<file path="src/rtl/flop_2clk_tx.sv">
// flop_2clk_tx: divides clk into tx_clk and launches one buffered word per tx_clk period; FLOP_2CLK_TX_CLK_GATE_EN parks tx_clk low when idle.
// Latency: a word pushed at edge N launches at the first tx_clk fall at or after edge N+1 (gated: rise HALF_PERIOD clocks after the push).
// Backpressure: in_ready drops while the 2-entry buffer is full; stall freezes divider and launches but still accepts pushes.

module flop_2clk_tx_fifo #(
    parameter int WIDTH = 32,
    parameter int DEPTH = 2
) (
    input  logic             clk,
    input  logic             reset,
    input  logic             clear,
    input  logic             push,
    input  logic [WIDTH-1:0] push_dat,
    input  logic             pop,
    output logic [WIDTH-1:0] pop_dat,
    output logic             full,
    output logic             empty
);
    // Generic small FIFO with registered count; no bypass path from push to pop_dat.
    localparam int AW = (DEPTH > 1) ? $clog2(DEPTH) : 1;

    logic [WIDTH-1:0] mem [DEPTH];
    logic [AW-1:0]    rd_ptr;
    logic [AW-1:0]    wr_ptr;
    logic [AW:0]      count;

    function automatic logic [AW-1:0] ptr_inc(input logic [AW-1:0] p);
        return (p == AW'(DEPTH - 1)) ? '0 : p + AW'(1);
    endfunction

    always_ff @(posedge clk) begin
        if (reset || clear) begin
            rd_ptr <= '0;
            wr_ptr <= '0;
            count  <= '0;
        end else begin
            if (push) wr_ptr <= ptr_inc(wr_ptr);
            if (pop)  rd_ptr <= ptr_inc(rd_ptr);
            case ({push, pop})
                2'b10:   count <= count + (AW+1)'(1);
                2'b01:   count <= count - (AW+1)'(1);
                default: count <= count;
            endcase
        end
    end

    always_ff @(posedge clk) begin
        if (push) mem[wr_ptr] <= push_dat;
    end

    assign pop_dat = mem[rd_ptr];
    assign full    = (count == (AW+1)'(DEPTH));
    assign empty   = (count == '0);
endmodule

module flop_2clk_tx #(
    parameter int WIDTH       = 32,
    parameter int HALF_PERIOD = 8
) (
    input  logic             clk,
    input  logic             reset,
    input  logic             stall,
    input  logic             flush,
    input  logic             in_valid,
    input  logic [WIDTH-1:0] in_data,
    output logic             in_ready,
    output logic             tx_clk,
    output logic             tx_valid,
    output logic [WIDTH-1:0] tx_data
);
    localparam int CW = 8;

    typedef enum logic {
        PH_LOW  = 1'b0,
        PH_HIGH = 1'b1
    } phase_t;

    phase_t            phase_q;
    phase_t            phase_d;
    logic [CW-1:0]     cnt_q;
    logic [CW-1:0]     cnt_d;
    logic              fall;
    logic              park;
    logic              wrap;
    logic              push;
    logic              pop;
    logic              fifo_full;
    logic              fifo_empty;
    logic [WIDTH-1:0]  head_dat;

    assign wrap = (cnt_q == CW'(HALF_PERIOD - 1));

`ifdef FLOP_2CLK_TX_CLK_GATE_EN
    // Nothing in flight and nothing queued: hold the divider so tx_clk stays parked low.
    assign park = (phase_q == PH_LOW) && !tx_valid && fifo_empty;
`else
    assign park = 1'b0;
`endif

    always_comb begin
        phase_d = phase_q;
        cnt_d   = cnt_q;
        fall    = 1'b0;
        if (!stall) begin
            if (park) begin
                cnt_d = '0;
            end else if (wrap) begin
                cnt_d   = '0;
                phase_d = (phase_q == PH_HIGH) ? PH_LOW : PH_HIGH;
                fall    = (phase_q == PH_HIGH);
            end else begin
                cnt_d = cnt_q + CW'(1);
            end
        end
    end

    always_ff @(posedge clk) begin
        if (reset) begin
            phase_q <= PH_LOW;
            cnt_q   <= '0;
        end else begin
            phase_q <= phase_d;
            cnt_q   <= cnt_d;
        end
    end

    assign tx_clk   = (phase_q == PH_HIGH);
    assign in_ready = !fifo_full;
    assign push     = in_valid && in_ready && !flush;
    // Pop looks only at the registered empty flag, so a same-cycle push never launches early.
    assign pop      = fall && !fifo_empty && !flush;

    flop_2clk_tx_fifo #(
        .WIDTH (WIDTH),
        .DEPTH (2)
    ) u_buf (
        .clk      (clk),
        .reset    (reset),
        .clear    (flush),
        .push     (push),
        .push_dat (in_data),
        .pop      (pop),
        .pop_dat  (head_dat),
        .full     (fifo_full),
        .empty    (fifo_empty)
    );

    always_ff @(posedge clk) begin
        if (reset || flush) begin
            tx_valid <= 1'b0;
            tx_data  <= '0;
        end else if (fall) begin
            if (!fifo_empty) begin
                tx_valid <= 1'b1;
                tx_data  <= head_dat;
            end else begin
                tx_valid <= 1'b0;
            end
        end
    end
endmodule

</file>
<file path="config.mk">
export PLATFORM = sky130hd
export DESIGN_NAME = flop_2clk_tx
export DESIGN_NICKNAME = d
export VERILOG_FILES = /design/src/rtl/flop_2clk_tx.sv
export SDC_FILE = /design/constraint.sdc
export NUM_CORES = 1
export LEC_CHECK = 0
export CORE_UTILIZATION = 30
export DETAILED_ROUTE_END_ITERATION = 12
export GPL_TIMING_DRIVEN = 0
export REMOVE_ABC_BUFFERS = 1
export SETUP_SLACK_MARGIN = 0.2
export SLEW_MARGIN = 5
export SYNTH_ARGS = -nofsm -noshare
export SYNTH_HDL_FRONTEND = slang
export SYNTH_SLANG_ARGS = --single-unit
</file>
<file path="constraint.sdc">
create_clock -name clk -period 6.3 [get_ports clk]
set_clock_uncertainty 0.15 [all_clocks]
set_input_delay 0.63 -clock clk [delete_from_list [all_inputs] [get_ports clk]]
set_output_delay 0.63 -clock clk [all_outputs]
set_load 0.02 [all_outputs]
</file>
Yosys cells after proc, flatten, opt, wreduce, memory -nomap -nowiden
Memory sizes are Yosys's and may differ from the RTL's. A register that Yosys moved wholly into a read port is not among the register bits.
Cells that the tools add are included.
Storage, ports and cells
  register bits after elaboration: 14
  bits in latches: 0
  memory bits (writable): 64
  ROM bits: 0
  input bits: 37
  output and inout bits: 35
  logic and storage cells: 40
  memories kept: 1
Memory list
  u_buf.mem: depth 2, bits a word 32, rd ports 1, clocked after Yosys merged registers in 1, write ports 1, RTL line 22  | logic [WIDTH-1:0] mem [DEPTH];
Operators by class
  $add $sub $neg: 5
  multiply operators: 0
  divide/modulo/power cells: 0
  order comparisons: 0
  equality and inequality tests: 4
  shift-type cells: 0
  multiplexer cells: 10
  bitwise logic cells: 2
  reduce and logical (&&, ||, !) cells: 12
Operators with widths (number)
  8-bit by 1-bit adder with 8-bit output (second input constant): 1
  8-bit by 3-bit equality test with 1-bit output (second input constant): 1
  1-bit two-way mux: 8
  8-bit two-way mux: 1
  2-bit equality test (second input constant): 2
  1-bit logical AND: 4
  2-bit one-hot mux with 2 select lines: 1
  2-bit AND reduction: 2
  1-bit zero test: 3
  1-bit adder (second input constant): 2
  2-bit by 1-bit adder with 2-bit output (second input constant): 1
  2-bit by 1-bit equality test with 1-bit output (second input constant): 1
  2-bit zero test: 1
  1-bit inverter: 2
  2-bit nonzero test: 1
  2-bit by 1-bit subtractor with 2-bit output (second input constant): 1
  1-bit logical OR: 1

Depth between registers and ports, before layout
  word-level depth: 7
  mapped depth: 8
  gate-level depth less buffers: 8

By module
Synthesis repeated with hierarchy kept, for this count alone.
Unflattened totals
  cells, all modules: 317
  area, all modules: 4284.1 sq um
Modules (own cells, without submodules)
  flop_2clk_tx_fifo: times used 1, cells an instance 122, area an instance 2513.7 sq um, sequential area each 2021.9 sq um
  flop_2clk_tx: times used 1, cells an instance 195, area an instance 1770.4 sq um, sequential area each 840.8 sq um

Worst setup path before layout
Ideal clock, no wire load.
  path kind: in2reg
  start point: input port flush
  end point: memory u_buf.mem[1][0], enable pin
  setup time: 0.421 ns
  data arrival time: 2.289 ns
  data required time: 5.729 ns
  setup slack: 3.440 ns
  stages on the path: 3
  buffers on the path: 0
  cell sequence: nand2b_1 -> nand2b_1 -> nor2_1
On the way
  cells in the longest elaborated chain, start to end: 4
RTL lines
  start: declaration: RTL line 63  | input logic flush,
  1-bit zero test: RTL line 129  | assign push = in_valid && in_ready && !flush;
  1-bit logical AND: RTL line 129
  1-bit two-way mux: RTL line 48  | if (push) mem[wr_ptr] <= push_dat;
  1-bit two-way mux (not written as such): RTL line 48
  end: declaration: RTL line 22
Every way passes these cells.

Worst setup path after layout
  start point: input port stall
  end point: register tx_data[19], read port of u_buf.mem
On the way
  cells in the longest elaborated chain, start to end: 2
RTL lines
  start: declaration: RTL line 62  | input logic stall,
  1-bit two-way mux: RTL line 104  | if (!stall) begin
  2-bit AND reduction (no source line)
  end: declaration: RTL line 69  | output logic [WIDTH-1:0] tx_data
Every way passes these cells.
A chain may end at the register's enable or synchronous reset.

==> impl_metrics.yaml <==
global_route:
  grt_max_degree: 38
  grt_pass1_wl_mm: 12.8
  grt_pass1_vias: 2640
  grt_usage_pct: 11.5
  overflow: 0
  met1_usage_pct: 13.5
  grtUsageMet3_pct: 4.04
  grt_use_met2_pct: 18.8
  antenna_found_initial: 0
  grt_busiest_layer: "met2"
timing:
  rsz0062_at_grt: "no"
  finalCritPeriodShare_pct: 48.4
  final_hold_viol_count: 0
  finalCriticalPeriod_ns: 3.05
  tightest_slew_ns: 0.783
  slew_headroom_pct: 47.7
  max_freq_mhz: 328
  setup_violations: 0
  worst_slack_ns: 3.25
  slew_viol_final: 0
pwr:
  p_per_area_nw_per_um2: 244
  p_comb_share_pct: 4.7
  p_int_uw: 1080
  pwr-share-clk_pct: 37.2
  p_switching_uw: 266
  p_leak_uw: 0.00177
  ir_drop_v: 0.000113
  p_sw_share_pct: 19.8
  seqPwrFrac_pct: 58.0
cts:
  ctsHoldBuffers: 0
  cts_tree: "done"
  clock_path_buffers: 2
  clkLatencyLatePin_ns: 0.34
  cts_buffers: 9
  clk_pin_slew_ns: 0.06
  cts_setup_buffers: 0
  htreeDepth: 3
  cts_resized: 0
  cts_root_buffer: "clkbuf_16"
  clock-sinks: 110
detailed_routing:
  via_per_inst: 4.51
  drt_iter0_markers: 119
  drc_errors: 0
  vias: 2595
  ant_nets: 0
  drt_wl_total_mm: 8.04
  wl_per_cell_um: 14.0
  firstDrtPassIters: 4
finish:
  drive_gt1_share_pct: 14.4
  regArea_um2: 2840
  multi_input_area_um2: 1350
  area_growth_pct: 26.5
  fin_nets: 429
  fillers: 1373
  post-route-cell-area_um2: 5500
  antenna_cells: 0
floorplanning:
  die_width_um: 122
  floorplan.initialDensity_pct: 31.1
  rows: 43
  die_h_um: 122
  ios: 72
  dieArea_um2: 15000
  core-area_um2: 14000
yosys:
  synth_area_um2: 4350
  post-synth-top-count-cell: "nand2_1"
  postSynthCellCount: 318
  ys_types: 35
  ys_async_sr_fraction_pct: 0
  synth-seq-area-share_pct: 65.3
  avgSynthCellArea_um2: 13.7
  ys_ff_latch: 110
  synth_edf_count: 64
  synth_area_leaders: "edfxtp_1 44%, dfxtp_1 21%, mux2_2 8.3%"
  synth_top_area_cell: "edfxtp_1"
  synth_top_area_share_pct: 44.2
  yosysWarnings: 0
  synthTopCellsByCount: "66 x nand2_1, 64 x edfxtp_1, 46 x dfxtp_1"
  synthFlopType: "edfxtp_1"
setup_path:
  crit_required_ns: 6.41
  critPathMaxFanout: 10
  reg2regPathDepth: 6
  startpoint_type: "input pin"
  critical_path_class: "in -> reg"
  arrival_ns: 3.16
  end_kind: "flop"
placement:
  dp_slack_ns: 2.86
  gp_congestion: 0.710
  dp_hpwl_mm: 5.37
  placed_area_um2: 5250
  portBuffers: 71
job:
  max_cap_viol_count: 0
hold_path:
  min_path_cells: 2
  hp-class: "reg -> reg"
status:
  status: "finished, final reports clean"
cell type report:
class	instances	share of cell area, %
Sequential cell	110	51.7
Multi-Input combinational cell	188	24.5
Timing Repair Buffer	77	14.9
Clock buffer	14	4.43
Tap cell	180	4.09
Inverter	4	0.273
Clock inverter	2	0.159
sequential cells by signal (all words and copies together), names as in the netlist:
| register | count |
|---|---|
| u_buf.wr_ptr | 1 |
| u_buf.rd_ptr | 1 |
| u_buf.mem | 64 |
| tx_data | 32 |
| tx_valid | 1 |
| tx_clk | 1 |
| u_buf.count | 2 |
| cnt_q | 8 |
path summary, 6_finish.rpt:
check                end  slack (ns)         from
max          tx_data[19]        3.25        stall
min reg2reg  tx_data[27]        0.31  tx_data[27]
min          tx_data[27]        0.31  tx_data[27]
max reg2reg  tx_data[19]        3.58     cnt_q[0]
power by group through the flow:
| stage | sequential [µW] | clock (µW) | combinational [µW] |
|---|---|---|---|
| 6_report | 778 | 499 | 63.6 |
| 3_5_place_dp | 794 | 0 | 64.6 |
| 3_3_place_gp | 794 | 0 | 60.6 |
| 5_1_grt | 779 | 550 | 70.1 |
| 4_1_cts | 778 | 525 | 65.0 |
| 2_1_floorplan | 793 | 0 | 26.7 |
critical path: stages:
cell,delay [ns]
clkdlybuf4s50_1,0.54
or4b_4,0.62
nor4b_4,0.68
buf_6,0.27
buf_6,0.20
mux2i_1,0.21
routing by layer:
metal	share of wire [%]	wire, µm
met3	4.7	375
met5	0	0
met1	46	3680
met4	1.8	143
met2	48	3840
logic make-up after synthesis:
kind of cell | share of synthesized area (%)
compound gates | 1.90
xor+xnor | 1.21
fa+ha+maj | 0.575
buf+inv | 4.23
flops | 65.3
mux | 16.1
simple gates | 10.6
cell usage in the layout, fill, tap and decap left out, drive strengths merged, types with 2 or more instances in the layout:
cell type / n
nand4b: 2
or4b: 2
dfxtp: 46
or3: 7
edfxtp: 64
mux2: 32
o21ai: 6
mux2i: 34
buf: 6
xor2: 4
inv: 4
clkinv: 2
nand2b: 2
clkbuf: 14
ha: 2
clkdlybuf4s50: 71
nor2: 9
nand3: 2
a21oi: 7
nand2: 66
xnor2: 2
nor4b: 3
per-stage QoR:
stage | hold slack, ns | TNS [ns] | instances | power (µW) | utilization (%)
floorplan | 0.310 | 0 | 302 | 820 | -
global placement | 0.292 | -6.50 | 553 | 854 | 36.6
detailed placement | 0.299 | 0 | 559 | 859 | 37.5
CTS | 0.311 | 0 | 575 | 1370 | 39.3
global route | 0.323 | 0 | 575 | 1400 | 39.3
finish | 0.308 | 0 | 575 | 1340 | 39.3
Power figures use the tool's default switching activity.
